<file path="config.mk">
export PLATFORM = sky130hd
export DESIGN_NAME = uart_cmd_tx_arbiter
export DESIGN_NICKNAME = d
export VERILOG_FILES = /design/src/rtl/uart_cmd_tx_arbiter.sv
export SDC_FILE = /design/constraint.sdc
export NUM_CORES = 1
export LEC_CHECK = 0
export ABC_AREA = 1
export BUFFER_PORTS_ARGS = -buffer_cell sky130_fd_sc_hd__buf_2
export CAP_MARGIN = 10
export CORE_MARGIN = 4
export CORE_UTILIZATION = 57
export DETAILED_ROUTE_END_ITERATION = 10
export GPL_TIMING_DRIVEN = 0
export PLACE_DENSITY_LB_ADDON = 0.15
export SLEW_MARGIN = 20
export SYNTH_ARGS = -nofsm -noshare
export SYNTH_HDL_FRONTEND = slang
export SYNTH_SLANG_ARGS = --single-unit
</file>
<file path="constraint.sdc">
create_clock -name clk -period 5.9 [get_ports clk]
set_input_delay 0.295 -clock clk [delete_from_list [all_inputs] [get_ports clk]]
set_output_delay 0.295 -clock clk [all_outputs]
set_load 0.01 [all_outputs]
</file>
<file path="src/rtl/uart_cmd_tx_arbiter.sv">
// Round-robin arbiter that shares one UART TX byte channel between NUM_REQ
// command requesters and, for OPERATE commands, waits for host feedback.
module uart_cmd_tx_arbiter #(
  parameter int unsigned NUM_REQ        = 4,
  parameter int unsigned GAP_CYCLES     = 16,
  parameter int unsigned TIMEOUT_CYCLES = 1000,
  parameter logic [1:0]  FEEDBACK       = 2'b01,
  parameter logic [1:0]  OPERATE        = 2'b10
) (
  input  logic                 clk,
  input  logic                 rst_n,
  input  logic [NUM_REQ-1:0]   req,
  input  logic [8*NUM_REQ-1:0] req_data,
  output logic [NUM_REQ-1:0]   grant,
  output logic                 tx_valid,
  output logic [7:0]           tx_data,
  input  logic                 tx_ready,
  input  logic                 rx_valid,
  input  logic [7:0]           rx_data,
  output logic                 busy,
  output logic                 ack_ok,
  output logic                 timeout_err,
  output logic [3:0]           last_feedback
);

  localparam int unsigned PW = (NUM_REQ > 1) ? $clog2(NUM_REQ) : 1;
  localparam int unsigned TW = $clog2(TIMEOUT_CYCLES);
  localparam int unsigned GW = (GAP_CYCLES > 1) ? $clog2(GAP_CYCLES) : 1;

  typedef enum logic [1:0] {IDLE, SEND, WAIT_ACK, GAP} state_t;

  state_t        state;
  logic [PW-1:0] ptr;
  logic [PW-1:0] sel;
  logic          found;
  int unsigned   cand;
  logic [TW-1:0] timer;
  logic [GW-1:0] gap_cnt;
  logic [7:0]    req_byte [NUM_REQ];
  logic          gap_done;
  logic          timer_done;
  logic          fb_hit;
  logic          unused_rx_bits;

  for (genvar g = 0; g < NUM_REQ; g++) begin : g_req_byte
    assign req_byte[g] = req_data[8*g +: 8];
  end

  // First requesting index at or above ptr, wrapping around.
  always_comb begin
    found = 1'b0;
    sel   = '0;
    cand  = 0;
    for (int unsigned k = 0; k < NUM_REQ; k++) begin
      cand = (32'(ptr) + k) % NUM_REQ;
      if (!found && req[cand[PW-1:0]]) begin
        found = 1'b1;
        sel   = cand[PW-1:0];
      end
    end
  end

  // Grant is decided in the IDLE cycle itself; rst_n gating keeps it low during reset.
  always_comb begin
    grant = '0;
    if (rst_n && state == IDLE && found) grant[sel] = 1'b1;
  end

  assign busy           = (state != IDLE);
  assign gap_done       = (32'(gap_cnt) + 32'd1) >= GAP_CYCLES;
  assign timer_done     = (timer == TW'(TIMEOUT_CYCLES - 1));
  assign fb_hit         = rx_valid && (rx_data[1:0] == FEEDBACK);
  assign unused_rx_bits = &{1'b0, rx_data[7:6]};

  always_ff @(posedge clk or negedge rst_n) begin
    if (!rst_n) begin
      state         <= IDLE;
      ptr           <= '0;
      tx_valid      <= 1'b0;
      tx_data       <= '0;
      timer         <= '0;
      gap_cnt       <= '0;
      ack_ok        <= 1'b0;
      timeout_err   <= 1'b0;
      last_feedback <= '0;
    end else begin
      ack_ok      <= 1'b0;
      timeout_err <= 1'b0;
      case (state)
        IDLE: begin
          if (found) begin
            tx_data  <= req_byte[sel];
            tx_valid <= 1'b1;
            ptr      <= (32'(sel) + 32'd1 == NUM_REQ) ? '0 : sel + 1'b1;
            state    <= SEND;
          end
        end
        SEND: begin
          if (tx_ready) begin
            tx_valid <= 1'b0;
            if (tx_data[1:0] == OPERATE) begin
              timer <= '0;
              state <= WAIT_ACK;
            end else begin
              gap_cnt <= '0;
              state   <= GAP;
            end
          end
        end
        WAIT_ACK: begin
          // Feedback is tested first so it wins over a coincident timeout.
          if (fb_hit) begin
            ack_ok        <= 1'b1;
            last_feedback <= rx_data[5:2];
            gap_cnt       <= '0;
            state         <= GAP;
          end else if (timer_done) begin
            timeout_err <= 1'b1;
            gap_cnt     <= '0;
            state       <= GAP;
          end else begin
            timer <= timer + 1'b1;
          end
        end
        GAP: begin
          if (gap_done) state <= IDLE;
          else          gap_cnt <= gap_cnt + 1'b1;
        end
        default: state <= IDLE;
      endcase
    end
  end

endmodule
</file>
==> summary.md <==
| Metric | Value |
|---|---|
| Critical path type | `register to output pin` |
| Layout cell share with drive strength beyond 1 | `23.0%` |
| Post-synthesis cell type count | `28` |
| Vias post-DR | `about 2.5k` |
| Worst R2R End | `timer[3]` |
| Register Area | `slightly above 800 um2` |
| Clock Path Buffers | `2` |
| H-tree levels | `2` |
| Largest delay contributor family on the critical path | `simple AND/OR/NAND/NOR gates` |
| Status | `complete, no violations` |
| I/O pin cnt | `68` |
| Worst-path fanout max | `11` |
| Final nets | `498` |
| Rel. slew slack | `about half` |
| # hold bufs at CTS | `0` |
| FF-to-FF setup slack | `3.65 ns` |
| Fmax | `~0.37 GHz` |
| Num rows | `23` |
| Max stage delay on crit path | `0.37 ns` |
| Die area | `roughly 0.0054 mm2` |
| IO buf count | `65` |
| Setup WS pre-CTS | `3.53 ns` |
| Comb pwr share | `68.2%` |
| Yosys reg bits | `33` |
| Clk_skew | `0.00204 ns` |
| Detail Route Antenna Nets | `0` |
| First-pass GRT wire length | `9760 um` |
| CP startpoint | `ptr[0]` |
| Min Tclk post-route | `2.69 ns` |
| Buf+Inv Stages, Crit Path | `6` |
| Drt total wl | `about 5700 um` |
| Worst slew pin tran | `approximately 0.73 ns` |
| Critical path arrival | `2.39 ns` |
| Post-Syn Area per Cell | `6.71 um2` |
| Starting Density | `about three fifths` |
| CTS Buf Count | `5` |
| First drt pass iteration count | `4` |
| Footprint of the multi-input gates | `~0.0013 mm2` |
| Switching pwr | `857 uW` |
| CP Data Required Time | `roughly 5.6 ns` |
| Synthesized area | `0.00246 mm2` |
| Layout fillers | `355` |
| Final setup margin | `3.21 ns` |
| Max Slew Vio Count | `0` |
| Total leakage power | `between 1.5 and 2 nW` |
| Skew-Pair Late Insertion Delay | `between 0.2 and 0.3 ns` |
| Sequential share of the synthesized area | `33.5%` |
| Max-cap viol count | `0` |
| CTS sink cnt | `33` |
| Final setup fails | `0` |
| Syn_nets | `426` |
| Initial antenna violation count | `0` |
| Core area | `0.00409 mm2` |
| Sequential Power Share | `21.5%` |
| TritonCTS clock tree | `done` |
| Clock network power share | `10.3%` |
| Chip height | `73.7 um` |
| Vias per cell | `5.14` |
| Total GRT Usage | `a little under a quarter` |
| Synth-to-Final Area Change | `19.2%` |
| DR iter-0 viols | `136` |
| Launching point of the worst reg2reg path | `state[0]` |
| GR Overflow Total | `0` |
| Sw Share | `between 50% and 60%` |
| P_int | `758 uW` |
| Critical-path cell list | `buf_6 > inv_6 > nand2_1 > nand3_1 > nand2_2 > nor2_4 > nand3_4 > nand3_4 > buf_6 > inv_1 > ha_1 > inv_1 > nor2_1 > buf_2` |
| R2R depth | `10` |
| CTS resizes | `0` |
| Worst-path clk slew | `0.07 ns` |
| Largest net degree at the start of global routing | `35` |
| Drt wl/cell | `11.6 um` |
| Peak supply drop | `0.000330 V` |
| Routability cong. | `around 0.89` |
| Ys Warns | `0` |
| DRC Markers | `0` |
| Vias in the first global route | `2,350` |
| Diodes inserted | `0` |
| Nature of the critical path startpoint | `register` |
| HPWL Detailed | `4460 um` |
| Final TNS setup | `0 ns` |
| Post-Synthesis Cells | `367` |
| Slowest CP cell | `dfrtp_1` |
| Post-CTS setup buffer count | `0` |
| Unrepaired setup endpoints after global routing | `no` |
| Hold Slack | `0.0620 ns` |
| Root buffer cell | `clkbuf_8` |
| Worst Setup End Kind | `output pin` |
| Final Hold Fails | `0` |
| Tightest Hold Check Type | `input pin to asynchronous set/reset pin` |
| Period utilization | `between 40% and 50%` |
| Die width | `between 70 and 80 um` |
| Pwr dens | `550 mW/mm2` |
-- metrics by stage --
step | cell area (um2) | util, % | power [mW] | std cells
detailed placement | 2850 | 69.8 | 1.45 | 482
finish | 2940 | 71.9 | 1.62 | 490
CTS | 2940 | 71.9 | 1.62 | 490
floorplan | 2460 | - | 1.18 | 367
global placement | 2850 | 69.8 | 1.41 | 482
global route | 2940 | 71.9 | 1.80 | 490
-- per-layer routing --
metal	global-route usage, %	share of wire, %	up-vias
met5	0	0	-
met4	6.84	0.86	0
met3	6.43	6.5	7
met2	37.1	48	68
met1	29.3	45	1144
li1	-	-	1299
-- area by class of cell --
type,instances,area share [%]
tap,50,2.13
inverter,70,9.11
clock buffer,5,2.34
clock inverter,3,0.596
buffer,8,1.75
multi-input combinational,256,44.9
sequential,33,28.1
timing repair buffer,65,11.1
-- worst max path at each step --
| stage | to | cells past startpoint |
|---|---|---|
| floorplan | grant[1] | 14 |
| global placement | grant[3] | 14 |
| detailed placement | grant[3] | 14 |
| CTS | grant[3] | 14 |
| global route | grant[3] | 14 |
| finish | grant[3] | 14 |
-- power by group through the flow --
stage	Combinational (mW)	Sequential [mW]	Clock (mW)
2_1_floorplan	0.811	0.366	0
3_3_place_gp	1.06	0.350	0
3_5_place_dp	1.10	0.350	0
4_1_cts	1.10	0.348	0.170
5_1_grt	1.27	0.358	0.179
6_report	1.10	0.348	0.166
-- kinds of logic (layout without fill, tap and decap cells) --
family / count (synthesis) / in the layout / synth area share, %
flops: 33 / 33 / 33.5
buf+inv: 78 / 151 / 13.0
simple gates: 212 / 212 / 39.4
compound gates: 26 / 26 / 6.09
fa+ha+maj: 11 / 11 / 5.59
xor+xnor: 7 / 7 / 2.49
-- registers in the layout (all words and copies together), names as in the netlist --
register and count:
tx_valid 1, timeout_err 1, gap_cnt 4, timer 10, ack_ok 1, last_feedback 4
state 2, ptr 2, tx_data 8
-- cells in the mapped netlist --
| cell type | instances | area share, % |
|---|---|---|
| nand3_2 | 1 | 0.41 |
| nor3_1 | 7 | 1.4 |
| xnor2_1 | 1 | 0.36 |
| nand2_2 | 8 | 2.0 |
| xor2_1 | 6 | 2.1 |
| o22ai_1 | 2 | 0.51 |
| nor2_1 | 13 | 2.0 |
| o21ai_1 | 4 | 0.81 |
| buf_2 | 5 | 1.0 |
| buf_6 | 2 | 0.91 |
| nand3_1 | 32 | 6.5 |
| a21oi_1 | 2 | 0.41 |
| o31ai_1 | 6 | 1.8 |
| inv_1 | 64 | 9.8 |
| ha_1 | 11 | 5.6 |
| o21ai_0 | 11 | 2.2 |
| dfrtp_1 | 33 | 34 |
| inv_6 | 1 | 0.36 |
| clkbuf_1 | 1 | 0.15 |
| or2_2 | 2 | 0.51 |
| nand4_1 | 21 | 5.3 |
| nor2_4 | 1 | 0.46 |
| nand3_4 | 2 | 1.4 |
| nand3b_1 | 1 | 0.30 |
| nor2_2 | 1 | 0.25 |
| inv_2 | 5 | 0.76 |
| nand2_1 | 123 | 19 |
| o21bai_1 | 1 | 0.30 |
-- cell usage in the layout, fill, tap and decap left out --
cell and instances:
o21bai_1 1, or2_2 2, ha_1 11, nor2_2 1, nand4_1 21, nand3_1 32
clkbuf_1 1, xor2_1 6, inv_1 64, buf_2 70, o21ai_0 11, clkinv_2 2
inv_2 5, nand3_4 2, a21oi_1 2, nand2_1 123, clkbuf_8 5, buf_6 2
xnor2_1 1, o22ai_1 2, o21ai_1 4, nand2_2 8, o31ai_1 6, nand3b_1 1
nor3_1 7, nor2_1 13, nand3_2 1, clkinvlp_4 1, nor2_4 1, inv_6 1
dfrtp_1 33
Power figures use the tool's default switching activity.
